## config.mk

```make
export PLATFORM = sky130hd
export DESIGN_NAME = mux_nto1_reg
export DESIGN_NICKNAME = d
export VERILOG_FILES = /design/src/rtl/mux_nto1_reg.sv
export SDC_FILE = /design/constraint.sdc
export NUM_CORES = 1
export LEC_CHECK = 0
export BUFFER_PORTS_ARGS = -buffer_cell sky130_fd_sc_hd__buf_4
export CAP_MARGIN = 10
export CELL_PAD_IN_SITES_DETAIL_PLACEMENT = 1
export CELL_PAD_IN_SITES_GLOBAL_PLACEMENT = 2
export CORE_ASPECT_RATIO = 0.8
export CORE_UTILIZATION = 27
export DETAILED_ROUTE_END_ITERATION = 6
export MAX_ROUTING_LAYER = met4
export PLACE_DENSITY_LB_ADDON = 0.1
export SETUP_SLACK_MARGIN = 0.5
export SKIP_CTS_REPAIR_TIMING = 1
export SYNTH_ARGS = -nofsm -noshare
export SYNTH_HDL_FRONTEND = slang
export SYNTH_HIERARCHICAL = 1
export SYNTH_SLANG_ARGS = --single-unit
```

## constraint.sdc

```tcl
create_clock -name clk -period 5.7 [get_ports clk]
set_clock_uncertainty 0.15 [all_clocks]
set_input_delay 0.285 -clock clk [delete_from_list [all_inputs] [get_ports clk]]
set_output_delay 0.285 -clock clk [all_outputs]
set_load 0.1 [all_outputs]
```

## src/rtl/mux_nto1_reg.sv

```systemverilog
// Registered N-to-1 multiplexer with valid/ready on every channel and on the output.
// The grant comes from an external select or from a rotating pointer that skips idle channels.

module mux_nto1_lane #(
  parameter int SELW = 2,
  parameter int IDX  = 0
) (
  input  logic [SELW-1:0] gnt,
  input  logic            gnt_vld,
  input  logic            load_en,
  input  logic            rst,
  output logic            ready
);
  assign ready = !rst && load_en && gnt_vld && (gnt == SELW'(IDX));
endmodule

module mux_nto1_reg #(
  parameter int WIDTH = 8,
  parameter int N     = 4,
  parameter int SELW  = 2
) (
  input  logic               clk,
  input  logic               rst,
  input  logic               mode,
  input  logic [SELW-1:0]    sel,
  input  logic [N*WIDTH-1:0] in_data,
  input  logic [N-1:0]       in_valid,
  output logic [N-1:0]       in_ready,
  output logic [WIDTH-1:0]   out_data,
  output logic [SELW-1:0]    out_ch,
  output logic               out_valid,
  input  logic               out_ready
);
  logic [SELW-1:0]      ptr, gnt, rr_gnt;
  logic                 rr_vld, man_vld, gnt_vld, load_en, xfer;
  logic [2**SELW-1:0]   valid_pad;

  assign load_en = !out_valid || out_ready;

  // Zero-padded so an out-of-range sel reads an idle channel.
  always_comb begin
    valid_pad          = '0;
    valid_pad[N-1:0]   = in_valid;
  end

  // First valid channel at or after ptr, wrapping at N.
  always_comb begin
    int idx;
    rr_vld = 1'b0;
    rr_gnt = '0;
    idx    = 0;
    for (int i = 0; i < N; i++) begin
      idx = int'(ptr) + i;
      if (idx >= N) idx = idx - N;
      if (!rr_vld && in_valid[idx]) begin
        rr_vld = 1'b1;
        rr_gnt = SELW'(idx);
      end
    end
  end

  assign man_vld = (int'(sel) < N) && valid_pad[sel];
  assign gnt     = mode ? rr_gnt : sel;
  assign gnt_vld = mode ? rr_vld : man_vld;
  assign xfer    = !rst && load_en && gnt_vld;

  for (genvar k = 0; k < N; k++) begin : g_lane
    mux_nto1_lane #(.SELW(SELW), .IDX(k)) u_lane (
      .gnt     (gnt),
      .gnt_vld (gnt_vld),
      .load_en (load_en),
      .rst     (rst),
      .ready   (in_ready[k])
    );
  end

  always_ff @(posedge clk) begin
    if (rst) begin
      out_valid <= 1'b0;
      out_data  <= '0;
      out_ch    <= '0;
      ptr       <= '0;
    end else if (xfer) begin
      out_data  <= in_data[int'(gnt)*WIDTH +: WIDTH];
      out_ch    <= gnt;
      out_valid <= 1'b1;
      if (mode) ptr <= (gnt == SELW'(N-1)) ? '0 : gnt + 1'b1;
    end else if (out_ready) begin
      out_valid <= 1'b0;
    end
  end
endmodule
```

Yosys cells after proc, flatten, opt, wreduce, memory -nomap -nowiden
Index checks and enable logic that the tools add are counted.
Storage, ports and cells
  register bits after elaboration: 13
  input port bits: 42
Cells by class
  add/sub/neg operators: 8
  order comparisons: 9
  equality and inequality tests: 3
  shifts and indexed selects: 1
  multiplexer cells: 31
  reduce and logical (&&, ||, !) cells: 18
Operator list (count)
  $lt A32 B4 Y1 const B: 4
  $mux W32: 4
  $shiftx A32 B6 Y8: 1
  $mux W1: 16
  $mux W2: 6
  $sub A3 B3 Y4 const B: 3
  $bmux W1 S2: 5
  $ge A3 B3 Y1 const B: 3
  $logic_and A1 B1 Y1: 9
  $add A2 B2 Y3 const B: 2
  $logic_not A1 Y1: 5
  $eq A2 B2 Y1 const B: 2
  $sub A2 B3 Y4 const B: 1
  $add A2 B1 Y3 const B: 1
  $ge A2 B3 Y1 const B: 1
  $lt A2 B3 Y1 const B: 1
  $add A2 B1 Y2 const B: 1
  $eq A2 B1 Y1 const B: 1
  $logic_not A2 Y1: 1
  $reduce_and A2 Y1: 1
  $reduce_bool A2 Y1: 1
  $logic_or A1 B1 Y1: 1

Logic depth before layout (Yosys ltp)
  word-level depth: 18
  depth in mapped cells: 8
  mapped depth without buffers: 5

By module
Netlist, hierarchy kept.
By module, submodules not included
  mux_nto1_reg: times used 1, cells an instance 115, area an instance 1077.3 um^2
  mux_nto1_lane (g_lane[1].u_lane ...): times used 2, cells an instance 2, area an instance 12.5 um^2
  mux_nto1_lane (g_lane[0].u_lane): times used 1, cells an instance 2, area an instance 13.8 um^2
  mux_nto1_lane (g_lane[3].u_lane): times used 1, cells an instance 2, area an instance 10.0 um^2

Least setup slack after synthesis
No wires, ideal clock.
  path type: reg-to-output
  start: register ptr[1]
  end: output in_ready[3]
  arrival time: 2.690 ns
  data required time: 5.265 ns
  path slack: 2.575 ns
  cell stages (with the launch flop): 7
  path through: dfxtp_1 mux2i_1 o21ai_1 o32ai_4 buf_4 nand4_1 nor2_1
Between the ends
  word-level cells in the longest chain between the ends: 18
  elaborated cells on any way between the ends: 46
  those cells by class: add/sub (7); order compare (4); eq/ne (1); mux (26); reduce/logical (8)
RTL lines
  from (decl): line 34  | logic [SELW-1:0] ptr, gnt, rr_gnt;
  from (signal assigned): line 87  | if (mode) ptr <= (gnt == SELW'(N-1)) ? '0 : gnt + 1'b1;
  parallel branches: the longest is 14 deep, another holds $sub A3 B3 Y4
  $mux W2 *: line 55  | if (!rr_vld && in_valid[idx]) begin
  $mux W2 *: line 63  | assign gnt = mode ? rr_gnt : sel;
  named net gnt[0]: line 34
  $eq A2 B2 Y1 *: line 14  | assign ready = !rst && load_en && gnt_vld && (gnt == SELW'(IDX));
  $logic_and A1 B1 Y1 *: line 14
  to (decl): line 28  | output logic [N-1:0] in_ready,
Mark *: on every way through the listed nets, which the timed path passes. The select of a mux whose other input is x is not followed.

Worst setup path after layout
  start: register ptr[1]
  end: output in_ready[1]
Between the ends
  word-level cells in the longest chain between the ends: 18
  elaborated cells on any way between the ends: 46
  those cells by class: add/sub (7); order compare (4); eq/ne (1); mux (26); reduce/logical (8)
RTL lines (line)
  parallel branches: the longest is 17 deep, another holds $sub A3 B3 Y4
  $logic_and A1 B1 Y1 *: 14
Every way passes the cells marked *. The select of a mux whose other input is x is not followed.

==> run summary <==
The run finished with clean final reports. After clock tree synthesis, the clock-pin slew on the worst setup and hold paths is 60 ps. By area the synthesized netlist is led by sky130_fd_sc_hd__dfxtp_1, sky130_fd_sc_hd__o31ai_2, sky130_fd_sc_hd__a211oi_2.

For the pin with the worst max-slew slack, the measured transition is 1020 ps. In this run, CTS created clock tree buffers numbering 3. Summing over every cut layer, the via total after detailed routing is 1152. At the worst endpoint, the arrival time is 2570 ps.

The complex-gate fraction of the synthesized area came out at 37.1%. The worst setup path is captured at an output port. For the number of primary I/O pins, the log shows 57. Setup violations remaining at the end of the flow were counted as 0.

Adding up every negative setup slack in the final design gives 0 ps. The largest net degree at the start of global routing is 23, and the number of pins exceeding their max-slew limit in the final report is 0. In this run the critical register-to-register path is captured at out_data[0].

The floorplan step defined a core boundary enclosing 3900 sq um. The first global-routing pass estimated 5.13 mm of wire. For the gate count of the mapped netlist, the log shows 123. After synthesis the cells add up to 1130 sq um. The worst hold path was traced through 2 stages. The root buffer cell is sky130_fd_sc_hd__clkbuf_8. Setup repair after global routing left no endpoint under its margin. The logs give 217 for the number of nets in the layout and 1 for the deepest level of the CTS H-tree. The post-synthesis area per instance was 9.16 sq um; the sequential fraction of the synthesis area was 23.1%.

The time the worst path needs with I/O delays and setup is 3000 ps, and the required time at the worst-slack endpoint is 5270 ps. The average wire per cell in the routed design was 14.7 microns. At the end of the flow the core is filled with cells to 40.8%.

Summing all placed instances gives a cell area of 1550 sq um. For the site row count, the log shows 20. Among all stages on the critical path, the largest delay is contributed by sky130_fd_sc_hd__o32ai_4. The count of buffers from port buffering is 56, and the post-layout instance area is 1590 sq um. The design draws 409 uW. For this run, the slowest stage of the critical path takes 840 ps.

The fraction of post-synthesis cell area in the top cell type by area is 23.1%, and the flop-to-flop setup slack is 3350 ps. IR analysis of the VDD net gives a maximum drop of 0.0895 mV. The repair_antennas step left the layout with diodes totalling 0.

The total leakage power was 0.000722 uW; the chip height was 59.8 microns. The largest family of logic cells by synthesized area is compound AO/OA/AOI/OAI gates. The worst register-to-register path begins at ptr[1]. The worst setup path is launched from a flop. The number of synthesized register bits came out at 13. The post-synthesis adder-cell area fraction works out to 0%.

Max-cap violations in this run came to 0. The run gives 240 ps as the clock latency reported for the late side of the worst-skew pair. Number of hold-slack violations in the final timing report: 0. The kind of critical path is flop to output port.

The number of nets handed over by synthesis was 165. The number of buffers on the longest clock path came out at 2. The path class of the lowest-slack min-delay path was input pin to flop. The via count of the first global-routing pass is 1100, and the number of detailed-routing iterations run before antenna repair is 4. The tools report the wire length after detailed routing as 3.36 mm. The maximum fanout along the worst path works out to 22. The clock drives 13 sinks. The count of nets left with antenna violations once routing finished came out at 0. The multi-input combinational cells in the finished layout cover a total of 757 sq um. The number of warning messages in the yosys log was 6. The combined global-route utilization of all metal layers is 16.0%.

The number of filler cells placed in the layout was 475. Summing the areas of all xor and xnor instances in the mapped netlist gives 0.778% of the synthesized area. The area fraction in and, or, nand and nor cells after synthesis was 23.3%; the worst relative slew slack was 31.9%. The HPWL after detailed placement is 2.59 mm.

The final estimated routing congestion in global placement was 0.766; the depth of the worst register-to-register path was 5. The tools report the post-synthesis cell type count as 37. The worst hold path begins at rst.

TritonCTS built the clock tree. Dividing the detail-routed via count by the number of cells gives 5.03. The number of antenna violations at the first check in global routing was 0; the fraction of synthesized area in multiplexers was 6.00%. The run gives 51 as the initial DRC count. For this configuration, the core starts out at a cell density of 28.8%. Relative to the synthesized area, the layout overhead comes to 41.4%. sky130_fd_sc_hd__dfxtp_1 takes more of the synthesized area than any other cell. For the total area of sequential cells, the log shows 260 sq um. Walking the worst path, the cells encountered are mux2i_1, o21ai_1, o32ai_4, nand4b_1, nor2_1, buf_4.

In this run the horizontal extent of the chip is 74.2 microns. The path with the worst hold slack has its endpoint at out_valid. The floorplan die area was 4430 sq um; the fraction of final layout cells sized beyond drive strength 1 was 47.7%. After detailed routing, the number of remaining DRC violations is 0. The run gives 0 as the total overflow reported by the global router. The power per cell area is 257 nW/um^2, and the final worst-path cycle share is 52.7%. The run gives 0.333 GHz as the maximum clock frequency.
cells in the mapped netlist, drive strengths merged:
cell	count
or2	1
a211oi	9
nor4	1
o211a	8
clkinv	8
nor3	1
a21oi	3
a21boi	8
o21ai	2
nor2	8
a221o	1
mux2	1
nand4	1
clkbuf	3
buf	6
or4	1
inv	3
and4b	1
dfxtp	13
o32ai	1
o31ai	9
nand2	2
nor2b	2
mux2i	3
mux4	1
nand3	9
nand3b	9
xnor2	1
and2	1
nand2b	4
nand4b	2
cell usage in the layout (no fill, tap or decap), drive strengths merged, types with 2 or more instances in the layout:
| cell type | n |
|---|---|
| nand4b | 2 |
| nor2b | 2 |
| o21ai | 2 |
| nor2 | 8 |
| a21boi | 8 |
| clkinv | 8 |
| nand3b | 9 |
| nand3 | 9 |
| dfxtp | 13 |
| a21oi | 3 |
| buf | 56 |
| mux2i | 3 |
| nand2 | 2 |
| clkbuf | 4 |
| a211oi | 9 |
| o211a | 8 |
| o31ai | 9 |
| nand2b | 4 |
| inv | 3 |
logic make-up after synthesis:
logic type | count (synthesis)
buffers and inverters | 20
muxes | 5
and+or+nand+nor | 43
xor gates and xnor gates | 1
AOI/OAI and AO/OA | 41
DFF | 13
metal layers:
| layer | part of all wire, % | vias to the layer above | GRT usage [%] |
|---|---|---|---|
| met4 | 1.2 | 0 | 6.04 |
| met2 | 44 | 36 | 23.5 |
| met1 | 50 | 549 | 21.3 |
| li1 | - | 563 | - |
| met5 | 0 | - | - |
| met3 | 4.9 | 4 | 3.37 |
critical path: cells and delay by family (launching register included):
family	cells	cell delay (ps)
AND/OR/NAND/NOR	2	330
AO/OA/AOI/OAI	2	970
flip-flops	1	420
multiplexers	1	290
buffers and inverters	1	300
worst max-delay path by stage:
stage / from / to / slack, ps / cells after the start
final: ptr[1] / in_ready[1] / 2700 / 6
after global routing: ptr[1] / in_ready[1] / 2560 / 6
after CTS: ptr[1] / in_ready[1] / 2700 / 6
after detailed placement: ptr[1] / in_ready[1] / 2980 / 6
after global placement: ptr[1] / in_ready[1] / 3120 / 6
after floorplan: ptr[1] / in_ready[3] / 2570 / 6
report_power, final:
| group | leakage [uW] | total [uW] | internal (uW) | switching [uW] |
|---|---|---|---|---|
| registers | 0.000108 | 111 | 103 | 8.25 |
| clock network | 0.0000228 | 82.2 | 49.4 | 32.8 |
| logic | 0.000591 | 216 | 68.4 | 147 |
sequential cells by signal (all words and copies together) (netlist names):
register	count
out_data	8
out_ch	2
ptr	2
out_valid	1
area by class of cell:
type / count / area share, %
clock buffer: 4 / 2.83
inverter: 11 / 2.59
multi-input combinational: 90 / 47.5
sequential: 13 / 16.3
tap: 55 / 4.32
timing repair buffer: 56 / 26.4
per-stage QoR:
stage	setup WS (ps)	instances	hold slack (ps)
6_report	2700	229	206
5_1_grt	2560	229	216
4_1_cts	2700	229	195
3_5_place_dp	2980	225	350
3_3_place_gp	3120	225	326
2_1_floorplan	2570	123	319
Note: power is estimated with default switching activity, not from simulation.
